$ cat src/rtl/jbi_sctrdq_arb_if.sv
// Bundle of SCTAG return-data queue head signals and the JBus return beat stream.
// The master modport is the arbiter side and the slave modport is the queue/issue side.
interface jbi_sctrdq_arb_if #(
  parameter int NUM_Q  = 4,
  parameter int CNT_W  = 4,
  parameter int DATA_W = 128
);
  logic [NUM_Q*CNT_W-1:0]    sctrdq_trans_count;
  logic [NUM_Q-1:0]          sctrdq_data1_4;
  logic [NUM_Q-1:0]          sctrdq_install_state;
  logic [NUM_Q-1:0]          sctrdq_unmapped_error;
  logic [NUM_Q*6-1:0]        sctrdq_jid;
  logic [NUM_Q*DATA_W-1:0]   sctrdq_data;
  logic [NUM_Q-1:0]          sctrdq_ue_err;
  logic [NUM_Q-1:0]          sctrdq_dequeue;
  logic [NUM_Q-1:0]          sctrdq_dec_count;

  logic                      rdq_rdy;
  logic                      rdq_vld;
  logic [DATA_W-1:0]         rdq_data;
  logic [5:0]                rdq_jid;
  logic                      rdq_install_state;
  logic                      rdq_unmapped_error;
  logic                      rdq_ue_err;
  logic                      rdq_first;
  logic                      rdq_last;
  logic [$clog2(NUM_Q)-1:0]  rdq_src;

  modport master (
    input  sctrdq_trans_count, sctrdq_data1_4, sctrdq_install_state,
           sctrdq_unmapped_error, sctrdq_jid, sctrdq_data, sctrdq_ue_err, rdq_rdy,
    output sctrdq_dequeue, sctrdq_dec_count, rdq_vld, rdq_data, rdq_jid,
           rdq_install_state, rdq_unmapped_error, rdq_ue_err, rdq_first, rdq_last, rdq_src
  );

  modport slave (
    output sctrdq_trans_count, sctrdq_data1_4, sctrdq_install_state,
           sctrdq_unmapped_error, sctrdq_jid, sctrdq_data, sctrdq_ue_err, rdq_rdy,
    input  sctrdq_dequeue, sctrdq_dec_count, rdq_vld, rdq_data, rdq_jid,
           rdq_install_state, rdq_unmapped_error, rdq_ue_err, rdq_first, rdq_last, rdq_src
  );
endinterface

$ cat src/rtl/jbi_sctrdq_arb.sv
// Round-robin arbiter draining one SCTAG return-data transaction at a time
// (1 or 4 beats) onto the JBus return beat stream.
module jbi_sctrdq_arb #(
  parameter int NUM_Q  = 4,
  parameter int CNT_W  = 4,
  parameter int DATA_W = 128
) (
  input  logic              clk,
  input  logic              arst_l,
  input  logic              rdq_en,
  jbi_sctrdq_arb_if.master  bus
);

  localparam int IDX_W = $clog2(NUM_Q);

  localparam logic [1:0] IDLE = 2'd0;
  localparam logic [1:0] XFER = 2'd1;
  localparam logic [1:0] GAP  = 2'd2;

  logic [1:0]       state;
  logic [IDX_W-1:0] rr_ptr;
  logic [IDX_W-1:0] grant;
  logic [1:0]       beat_cnt;
  logic [1:0]       beat_last;

  logic [NUM_Q-1:0] req;
  logic [IDX_W-1:0] pick;
  logic [IDX_W-1:0] idx;
  logic             found;
  logic             xfer;
  logic             accept;
  logic             last;
  logic [NUM_Q-1:0] grant_oh;

  always_comb begin
    req = '0;
    for (int unsigned q = 0; q < NUM_Q; q++) begin
      req[q] = |bus.sctrdq_trans_count[q*CNT_W +: CNT_W];
    end
  end

  // First requester at or after rr_ptr, wrapping past the top queue.
  always_comb begin
    pick  = rr_ptr;
    found = 1'b0;
    idx   = '0;
    for (int unsigned i = 0; i < NUM_Q; i++) begin
      idx = IDX_W'(rr_ptr + i);
      if (!found && req[idx]) begin
        pick  = idx;
        found = 1'b1;
      end
    end
  end

  always_ff @(posedge clk or negedge arst_l) begin
    if (!arst_l) begin
      state     <= IDLE;
      rr_ptr    <= '0;
      grant     <= '0;
      beat_cnt  <= '0;
      beat_last <= '0;
    end else begin
      case (state)
        IDLE: begin
          if (rdq_en && found) begin
            grant     <= pick;
            beat_last <= bus.sctrdq_data1_4[pick] ? 2'd0 : 2'd3;
            beat_cnt  <= '0;
            state     <= XFER;
          end
        end
        XFER: begin
          if (accept) begin
            beat_cnt <= beat_cnt + 2'd1;
            if (last) begin
              rr_ptr <= grant + IDX_W'(1);
              state  <= GAP;
            end
          end
        end
        // Lets the queue's registered count absorb the decrement before re-arbitrating.
        GAP:     state <= IDLE;
        default: state <= IDLE;
      endcase
    end
  end

  assign xfer     = (state == XFER);
  assign accept   = xfer & bus.rdq_rdy;
  assign last     = (beat_cnt == beat_last);
  assign grant_oh = NUM_Q'(1) << grant;

  assign bus.sctrdq_dequeue   = accept ? grant_oh : '0;
  assign bus.sctrdq_dec_count = (accept && last) ? grant_oh : '0;

  assign bus.rdq_vld            = xfer;
  assign bus.rdq_data           = bus.sctrdq_data[grant*DATA_W +: DATA_W];
  assign bus.rdq_jid            = bus.sctrdq_jid[grant*6 +: 6];
  assign bus.rdq_install_state  = bus.sctrdq_install_state[grant];
  assign bus.rdq_unmapped_error = bus.sctrdq_unmapped_error[grant];
  assign bus.rdq_ue_err         = bus.sctrdq_ue_err[grant];
  assign bus.rdq_first          = (beat_cnt == 2'd0);
  assign bus.rdq_last           = last;
  assign bus.rdq_src            = grant;

endmodule

$ cat src/flat_wrapper.sv
// flat-port wrapper written by rule: the top's interface ports become plain ports
module jbi_sctrdq_arb_flat 
#(
  parameter int NUM_Q  = 4,
  parameter int CNT_W  = 4,
  parameter int DATA_W = 128
)
  (clk, arst_l, rdq_en, bus_sctrdq_trans_count, bus_sctrdq_data1_4, bus_sctrdq_install_state, bus_sctrdq_unmapped_error, bus_sctrdq_jid, bus_sctrdq_data, bus_sctrdq_ue_err, bus_rdq_rdy, bus_sctrdq_dequeue, bus_sctrdq_dec_count, bus_rdq_vld, bus_rdq_data, bus_rdq_jid, bus_rdq_install_state, bus_rdq_unmapped_error, bus_rdq_ue_err, bus_rdq_first, bus_rdq_last, bus_rdq_src);
  jbi_sctrdq_arb_if #(.NUM_Q(NUM_Q), .CNT_W(CNT_W), .DATA_W(DATA_W)) bus_i ();
  input  logic clk;
  input  logic arst_l;
  input  logic rdq_en;
  input wire logic [$bits(bus_i.sctrdq_trans_count)-1:0] bus_sctrdq_trans_count;
  input wire logic [$bits(bus_i.sctrdq_data1_4)-1:0] bus_sctrdq_data1_4;
  input wire logic [$bits(bus_i.sctrdq_install_state)-1:0] bus_sctrdq_install_state;
  input wire logic [$bits(bus_i.sctrdq_unmapped_error)-1:0] bus_sctrdq_unmapped_error;
  input wire logic [$bits(bus_i.sctrdq_jid)-1:0] bus_sctrdq_jid;
  input wire logic [$bits(bus_i.sctrdq_data)-1:0] bus_sctrdq_data;
  input wire logic [$bits(bus_i.sctrdq_ue_err)-1:0] bus_sctrdq_ue_err;
  input wire logic [$bits(bus_i.rdq_rdy)-1:0] bus_rdq_rdy;
  output wire logic [$bits(bus_i.sctrdq_dequeue)-1:0] bus_sctrdq_dequeue;
  output wire logic [$bits(bus_i.sctrdq_dec_count)-1:0] bus_sctrdq_dec_count;
  output wire logic [$bits(bus_i.rdq_vld)-1:0] bus_rdq_vld;
  output wire logic [$bits(bus_i.rdq_data)-1:0] bus_rdq_data;
  output wire logic [$bits(bus_i.rdq_jid)-1:0] bus_rdq_jid;
  output wire logic [$bits(bus_i.rdq_install_state)-1:0] bus_rdq_install_state;
  output wire logic [$bits(bus_i.rdq_unmapped_error)-1:0] bus_rdq_unmapped_error;
  output wire logic [$bits(bus_i.rdq_ue_err)-1:0] bus_rdq_ue_err;
  output wire logic [$bits(bus_i.rdq_first)-1:0] bus_rdq_first;
  output wire logic [$bits(bus_i.rdq_last)-1:0] bus_rdq_last;
  output wire logic [$bits(bus_i.rdq_src)-1:0] bus_rdq_src;
  assign bus_i.sctrdq_trans_count = bus_sctrdq_trans_count;
  assign bus_i.sctrdq_data1_4 = bus_sctrdq_data1_4;
  assign bus_i.sctrdq_install_state = bus_sctrdq_install_state;
  assign bus_i.sctrdq_unmapped_error = bus_sctrdq_unmapped_error;
  assign bus_i.sctrdq_jid = bus_sctrdq_jid;
  assign bus_i.sctrdq_data = bus_sctrdq_data;
  assign bus_i.sctrdq_ue_err = bus_sctrdq_ue_err;
  assign bus_i.rdq_rdy = bus_rdq_rdy;
  assign bus_sctrdq_dequeue = bus_i.sctrdq_dequeue;
  assign bus_sctrdq_dec_count = bus_i.sctrdq_dec_count;
  assign bus_rdq_vld = bus_i.rdq_vld;
  assign bus_rdq_data = bus_i.rdq_data;
  assign bus_rdq_jid = bus_i.rdq_jid;
  assign bus_rdq_install_state = bus_i.rdq_install_state;
  assign bus_rdq_unmapped_error = bus_i.rdq_unmapped_error;
  assign bus_rdq_ue_err = bus_i.rdq_ue_err;
  assign bus_rdq_first = bus_i.rdq_first;
  assign bus_rdq_last = bus_i.rdq_last;
  assign bus_rdq_src = bus_i.rdq_src;
  jbi_sctrdq_arb #(.NUM_Q(NUM_Q), .CNT_W(CNT_W), .DATA_W(DATA_W)) u_core (.clk(clk), .arst_l(arst_l), .rdq_en(rdq_en), .bus(bus_i));
endmodule
$ cat config.mk
export PLATFORM = sky130hd
export DESIGN_NAME = jbi_sctrdq_arb_flat
export DESIGN_NICKNAME = d
export VERILOG_FILES = /design/src/rtl/jbi_sctrdq_arb_if.sv /design/src/rtl/jbi_sctrdq_arb.sv /design/src/flat_wrapper.sv
export SDC_FILE = /design/constraint.sdc
export NUM_CORES = 1
export LEC_CHECK = 0
export ABC_CLOCK_PERIOD_IN_PS = 4500
export CORE_AREA = 2 2 282 284
export CTS_BUF_LIST = sky130_fd_sc_hd__clkbuf_8
export CTS_CLUSTER_SIZE = 28
export DETAILED_ROUTE_END_ITERATION = 6
export DIE_AREA = 0 0 284 286
export DONT_BUFFER_PORTS = 1
export GPL_TIMING_DRIVEN = 0
export PLACE_DENSITY = 0.3
export SETUP_SLACK_MARGIN = 0.3
export SLEW_MARGIN = 20
export SYNTH_ARGS = -nofsm -noshare
export SYNTH_HDL_FRONTEND = slang
export SYNTH_SLANG_ARGS = --single-unit
$ cat constraint.sdc
create_clock -name clk -period 4.5 [get_ports clk]
set_input_delay 1.125 -clock clk [delete_from_list [all_inputs] [get_ports clk]]
set_output_delay 1.125 -clock clk [all_outputs]
set_load 0.01 [all_outputs]
==> key figures, run 1 <==
Run status
  • Status: completed

Power
  • Peak VDD IR: 329.7 uV
  • Clk pwr share: 0.026
  • Pwr/cell area: 646.5 nW/um2
  • Switching share of power: 0.5721
  • NetSw: 1.999 mW
  • Logic pwr share: 0.923
  • Internal power: 1.495 mW
  • Share of total power in sequential cells: 0.051
  • LEAKAGE: 1.328 nW

Floorplan
  • I/O Pins: 722
  • Core Region: 78,360 um2
  • Core Rows: 103
  • Initial Utilization: 0.05024
  • Chip Height: 286 um
  • DIE AREA: 81,220 um2
  • Die Wd: 284 um

Cells and area
  • Final Core Density: 0.06897
  • Sequential Area: 225.2 um2
  • Ratio of cells with drive above 1 in the final layout: 0.6732
  • P&R area growth vs syn: 37.29%
  • Footprint of the multi-input gates: 3537 um2
  • Most common cell after layout, fill and taps aside: mux4_2
  • Nets: 832
  • Fillers: 9,233
  • Most frequent cells in the layout: 137 x mux4_2, 13 x buf_2, 12 x nand2_1

Clocking
  • Skew-Pair Late Insertion Delay: 0.23 ns
  • Clk slew on worst S/H paths: 0.05 ns
  • Post-CTS setup buffer count: 0
  • Cts bufs inserted: 3
  • CTS tree: built
  • CTS resizes: 3
  • CTS sink count: 9
  • Clock tree buffer depth: 2
  • Root Buffer: clkbuf_8
  • Hold buffer count at CTS: 0
  • CTS H-Tree Depth: 1

Worst setup path
  • FF-to-FF End: u_core.rr_ptr[1]$_DFFE_PN0P_
  • Crit start category: register
  • Critical path required time: 3.38 ns
  • Flop-to-flop setup slack: 1.84 ns
  • WS Path Type: reg -> out
  • WP data arrival: 2.92 ns
  • CP Max Fanout: 11
  • Worst reg-to-reg path cell count: 6
  • Worst setup EP type: output pin
  • Origin of the critical flop-to-flop path: u_core.bus.rdq_src[1]$_DFFE_PN0P_

Synthesis
  • YS warnings: 0
  • Post-synth cell types: 33
  • Post-synthesis register bit count: 9
  • Post-Syn Area: 3936 um2
  • Gate count after technology mapping: 249
  • Post-synth top area share: 0.7839
  • Syn nets: 826
  • Cell taking the most area after synthesis: mux4_2
  • Async SR Flop Fraction: 1.000
  • Post-synth EDFFs: 0
  • Sequential area share after synthesis: 0.05722
  • Syn avg cell area: 15.81 um2
  • Post-synth top flop: dfrtp_1
  • Area contributors post-synth: mux4_2 78%, dfrtp_1 5.7%, buf_2 1.7%

Detailed routing
  • DR vias/cell: 2.806
  • Post-DR wirelength/cell: 31.87 um
  • Post-route DRC: 0
  • Via count: 3,732
  • Routed Antenna Nets: 0
  • Detailed Route Iter0 Violations: 232
  • Detailed Routing Iterations Pass 1: 4
  • Final wirelength: 42,390 um

Min path
  • Worst Hold End: u_core.beat_cnt[1]$_DFFE_PN0P_
  • Hold_sp: u_core.beat_cnt[1]$_DFFE_PN0P_
  • Worst Hold Class: reg -> reg
  • Worst hold path stage count: 2

Place
  • PortBufs: 0
  • Gpl congestion: 0.9830
  • HPWL Detailed: 39,640 um

Timing
  • Slew @ Worst Pin: 0.8255 ns
  • Fmax: 0.2469 GHz
  • RSZ-0062 raised after global routing: false
  • Slew Viols, Final: 0
  • Slew headroom: 0.4497
  • Clock Skews: 0.006076 ns
  • Worst hold margin: 0.5504 ns
  • Final worst path period share: 0.8999
  • Min Tclk post-route: 4.050 ns
  • Final setup fails: 0
  • Hold Fails Final Rpt: 0

Global routing
  • First-pass GRT wire length: 49,370 um
  • Total track usage: 0.09575
  • Total congestion overflow: 0
  • Largest net degree at the start of global routing: 11
  • Initial antenna violation count: 52
  • Number of global-route vias before repair: 3,979

Job
  • Max-cap violations: 0
## registers in the layout, indices dropped and copies added, names as in the netlist
name                count
u_core.beat_last        1
u_core.bus.rdq_src      2
u_core.beat_cnt         2
u_core.rr_ptr           2
u_core.state            2
## power groups by stage
stage               Clock, mW  Sequential (mW)  Combinational [mW]
finish                 0.0903            0.180                3.22
global route            0.100            0.188                3.43
CTS                    0.0934            0.182                3.30
detailed placement          0            0.182                3.29
global placement            0            0.183                3.26
floorplan                   0            0.154                2.33
## per-layer routing
layer	vias up	global-route usage	share of wire
met3	96	0.05199	0.14
met2	533	0.1383	0.41
li1	1218	-	-
met1	1855	0.1197	0.40
met5	-	0	0.0049
met4	30	0.03342	0.041
## cell usage after synthesis (3+ instances only)
cell and n:
o21ai_0 4, inv_1 7, and3_1 5, nand3_1 3, or4_4 3, mux4_2 137, clkbuf_1 14, ha_1 5
nand2_1 12, and2_1 5, dfrtp_1 9, buf_1 5, buf_2 13, a21oi_1 4
## worst max path at each step
stage / start / to / slack, ns
final: u_core.bus.rdq_src[1]$_DFFE_PN0P_ / bus_sctrdq_dec_count[1] / 0.45
after floorplan: u_core.bus.rdq_src[1]$_DFFE_PN0P_ / bus_sctrdq_dec_count[0] / 1.58
after global placement: u_core.bus.rdq_src[1]$_DFFE_PN0P_ / bus_rdq_data[0] / -0.33
after detailed placement: u_core.bus.rdq_src[0]$_DFFE_PN0P_ / bus_rdq_data[85] / 0.33
after global routing: u_core.bus.rdq_src[0]$_DFFE_PN0P_ / bus_rdq_data[85] / 0.31
after CTS: u_core.bus.rdq_src[1]$_DFFE_PN0P_ / bus_rdq_data[85] / 0.32
## stage by stage
| stage | total power [mW] | worst slack, ns | setup TNS [ns] | instance area (um2) | std cells |
|---|---|---|---|---|---|
| after floorplan | 2.489 | 1.582 | 0 | 3936 | 249 |
| after global placement | 3.439 | -0.3272 | -2.698 | 5250 | 1299 |
| after CTS | 3.579 | 0.3214 | 0 | 5338 | 1304 |
| after global routing | 3.723 | 0.3051 | 0 | 5371 | 1317 |
| final | 3.494 | 0.4503 | 0 | 5404 | 1330 |
| after detailed placement | 3.475 | 0.3336 | 0 | 5283 | 1300 |
## cell type report
| cell class | instances | area share |
|---|---|---|
| repair buffers | 1 | 0.005094 |
| clock buffers | 3 | 0.007641 |
| plain buffers | 33 | 0.03033 |
| clock inverters | 1 | 0.0006946 |
| flip-flops and latches | 9 | 0.04168 |
| diodes | 26 | 0.01204 |
| inverters | 7 | 0.004862 |
| well taps | 1050 | 0.2431 |
| multi-input cells | 200 | 0.6545 |
## critical path, stage by stage, from the launching register on
cell	delay (ns)
dfrtp_1	0.70
buf_1	0.64
clkdlybuf4s15_2	0.60
inv_1	0.12
ha_1	0.21
and3_1	0.21
and2_1	0.19
## cell families after synthesis
kind of cell | after synthesis | share of synthesized area
muxes | 139 | 0.7893
AOI/OAI and AO/OA | 17 | 0.03274
DFF | 9 | 0.05722
adders and majority gates | 5 | 0.01589
and+or+nand+nor | 39 | 0.06071
buffers and inverters | 40 | 0.04418
(Power assumes the default switching activity.)
==> run 2, diff against run 1 <==
CORE_AREA = 2 2 277 279   (was 2 2 282 284)
DIE_AREA = 0 0 279 281   (was 0 0 284 286)
DONT_BUFFER_PORTS = not set   (was 1)
PLACE_DENSITY = 0.35   (was 0.3)
==> run 2 against run 1 <==
Effect of this change:
- first-iteration DRC count shrank 29%
- critical path depth shrank 2
- sequential share of layout area shrank 2.4 points
- register-to-register slack gained 0.47 ns
- sequential cell count is the same
- largest cell class is now buffers
==> key figures, run 2 (synthesis gave the netlist of run 1 again) <==
Clocking
  • CTS sink count: 9 (unchanged)
  • Hold buffer count at CTS: 0 (unchanged)
  • Clock tree buffer depth: 2 (unchanged)
  • Cts bufs inserted: 3 (unchanged)
  • Post-CTS setup buffer count: 0 (unchanged)
  • Root Buffer: clkbuf_8
  • CTS tree: built
  • CTS H-Tree Depth: 1 (unchanged)
  • Skew-Pair Late Insertion Delay: 0.23 ns (about the same)
  • Clk slew on worst S/H paths: 0.05 ns (about the same)

Place
  • Gpl congestion: 0.7936 (-19%)
  • Cells after DPL: 1,948 (+50%)
  • HPWL Detailed: 40,710 um (+2.7%)
  • Worst slack, placed: -0.3392 ns (-0.6728 ns)
  • Cell Area, Placed: 12,380 um2 (+130%)
  • PortBufs: 721 (+721)

Cells and area
  • Nets: 1,552 (+87%)
  • Most frequent cells in the layout: 720 x clkdlybuf4s50_1, 137 x mux4_2, 12 x buf_2, 12 x nand2_1, 9 x dfrtp_1
  • Most common cell after layout, fill and taps aside: clkdlybuf4s50_1
  • Final Core Density: 0.1653 (+0.09635)
  • P&R area growth vs syn: 216.8%
  • Ratio of cells with drive above 1 in the final layout: 0.1786 (-0.4946)
  • Final cell count without fillers: 1,960 (+47%)
  • Final Instance Area: 12,470 um2 (+130%)

Worst setup path
  • WS Path Type: reg -> out
  • Crit start category: register
  • WP data arrival: 2.98 ns (+0.06 ns)
  • Critical path required time: 3.38 ns (about the same)
  • CP Max Fanout: 10 (-1)
  • Worst setup EP type: output pin

Power
  • Pwr/cell area: 418.8 nW/um2 (-35%)
  • Total Power: 5.224 mW (+50%)
  • Peak VDD IR: 156.5 uV (-53%)
  • LEAKAGE: 4.157 nW (+210%)

Detailed routing
  • Final wirelength: 44,180 um (+4.2%)
  • Detailed Route Iter0 Violations: 165 (-29%)
  • Routed Antenna Nets: 0 (unchanged)
  • Post-DR wirelength/cell: 22.54 um (-29%)
  • DR vias/cell: 3.089 (+10%)
  • Via count: 6,055 (+62%)
  • Post-route DRC: 0 (unchanged)
  • Detailed Routing Iterations Pass 1: 5 (+1)

Floorplan
  • Chip Height: 281 um (-1.7%)
  • Die Wd: 279 um (-1.8%)
  • I/O Pins: 722 (unchanged)
  • Core Rows: 101 (-1.9%)
  • Initial Utilization: 0.05218 (+0.001939)
  • DIE AREA: 78,400 um2 (-3.5%)
  • Core Region: 75,440 um2 (-3.7%)

Timing
  • Final worst path period share: 0.9120 (+0.01206)
  • Clock Skews: 0.001682 ns (-0.004394 ns)
  • Fmax: 0.2437 GHz (-1.3%)
  • Hold Fails Final Rpt: 0 (unchanged)
  • RSZ-0062 raised after global routing: true
  • Slew headroom: 0.4956 (+0.04593)
  • Worst hold margin: 0.5448 ns (-0.005559 ns)
  • Min Tclk post-route: 4.104 ns (+0.05429 ns)
  • Final setup fails: 0 (unchanged)
  • Slew @ Worst Pin: 0.7566 ns (-0.06890 ns)
  • Worst setup margin: 0.3960 ns (-0.05429 ns)
  • Slew Viols, Final: 0 (unchanged)
  • Sum Neg Setup Slack: 0 ns (unchanged)

Global routing
  • Number of global-route vias before repair: 6,715 (+69%)
  • Total congestion overflow: 0 (unchanged)
  • Largest net degree at the start of global routing: 11 (unchanged)
  • Initial antenna violation count: 20 (-62%)
  • Total track usage: 0.1042 (+0.008487)
  • First-pass GRT wire length: 56,500 um (+14%)

Job
  • Max-cap violations: 0 (unchanged)

Min path
  • Worst Hold Class: reg -> reg

Run status
  • Status: completed
run 2: worst paths after layout:
kind                                                   start                                end  slack, ns  cells past startpoint
setup / recovery           u_core.bus.rdq_src[1]$_DFFE_PN0P_                  bus_rdq_data[107]       0.40                      4
hold / removal                u_core.beat_cnt[1]$_DFFE_PN0P_     u_core.beat_cnt[1]$_DFFE_PN0P_       0.54                      2
setup reg to reg           u_core.bus.rdq_src[1]$_DFFE_PN0P_       u_core.rr_ptr[1]$_DFFE_PN0P_       2.31                      6
hold reg to reg               u_core.beat_cnt[1]$_DFFE_PN0P_     u_core.beat_cnt[1]$_DFFE_PN0P_       0.54                      2
max in group asynchronous                             arst_l        u_core.state[1]$_DFFE_PN0P_       3.00                      1
min in group asynchronous                             arst_l  u_core.bus.rdq_src[0]$_DFFE_PN0P_       1.20                      1
run 2: area by class of cell:
cell class	instances	area, um2
Inverter	7	26.28
Clock buffer	3	41.29
Multi-Input combinational cell	200	3537
Timing Repair Buffer	721	7219
Clock inverter	1	3.754
Antenna cell	8	20.02
Sequential cell	9	225.2
Tap cell	978	1224
Buffer	33	175.2
Fill cell	8373	62970
run 2: repair_timing:
action | in CTS | in global routing
gates resized for setup | 9 | 9
setup endpoints to repair | 106 | 29
hold endpoints to repair | 0 | 0
run 2: layer usage:
metal | up-vias | global-route usage | share of wire
li1 | 2635 | - | -
met1 | 2928 | 0.1194 | 0.37
met2 | 458 | 0.1868 | 0.50
met3 | 28 | 0.04231 | 0.12
met4 | 6 | 0.01075 | 0.0085
met5 | - | 0 | 0.00093
run 2: worst max-delay path, cell delays in order (launching register included):
cell and delay (ns):
dfrtp_1 0.68, clkbuf_4 0.45, buf_1 0.62, mux4_2 0.44, clkdlybuf4s50_1 0.53
run 2: report_power, final:
group / internal [mW] / switching, mW / total (mW)
registers: 0.119 / 0.0552 / 0.174
logic: 2.86 / 2.10 / 4.96
clock network: 0.0595 / 0.0326 / 0.0921
total: 3.04 / 2.19 / 5.22
==> run 3, diff against run 2 <==
CTS_CLUSTER_DIAMETER = 30   (was not set)
==> results of run 3 <==
Final layout, timing and power as in run 2 (identical DEF).
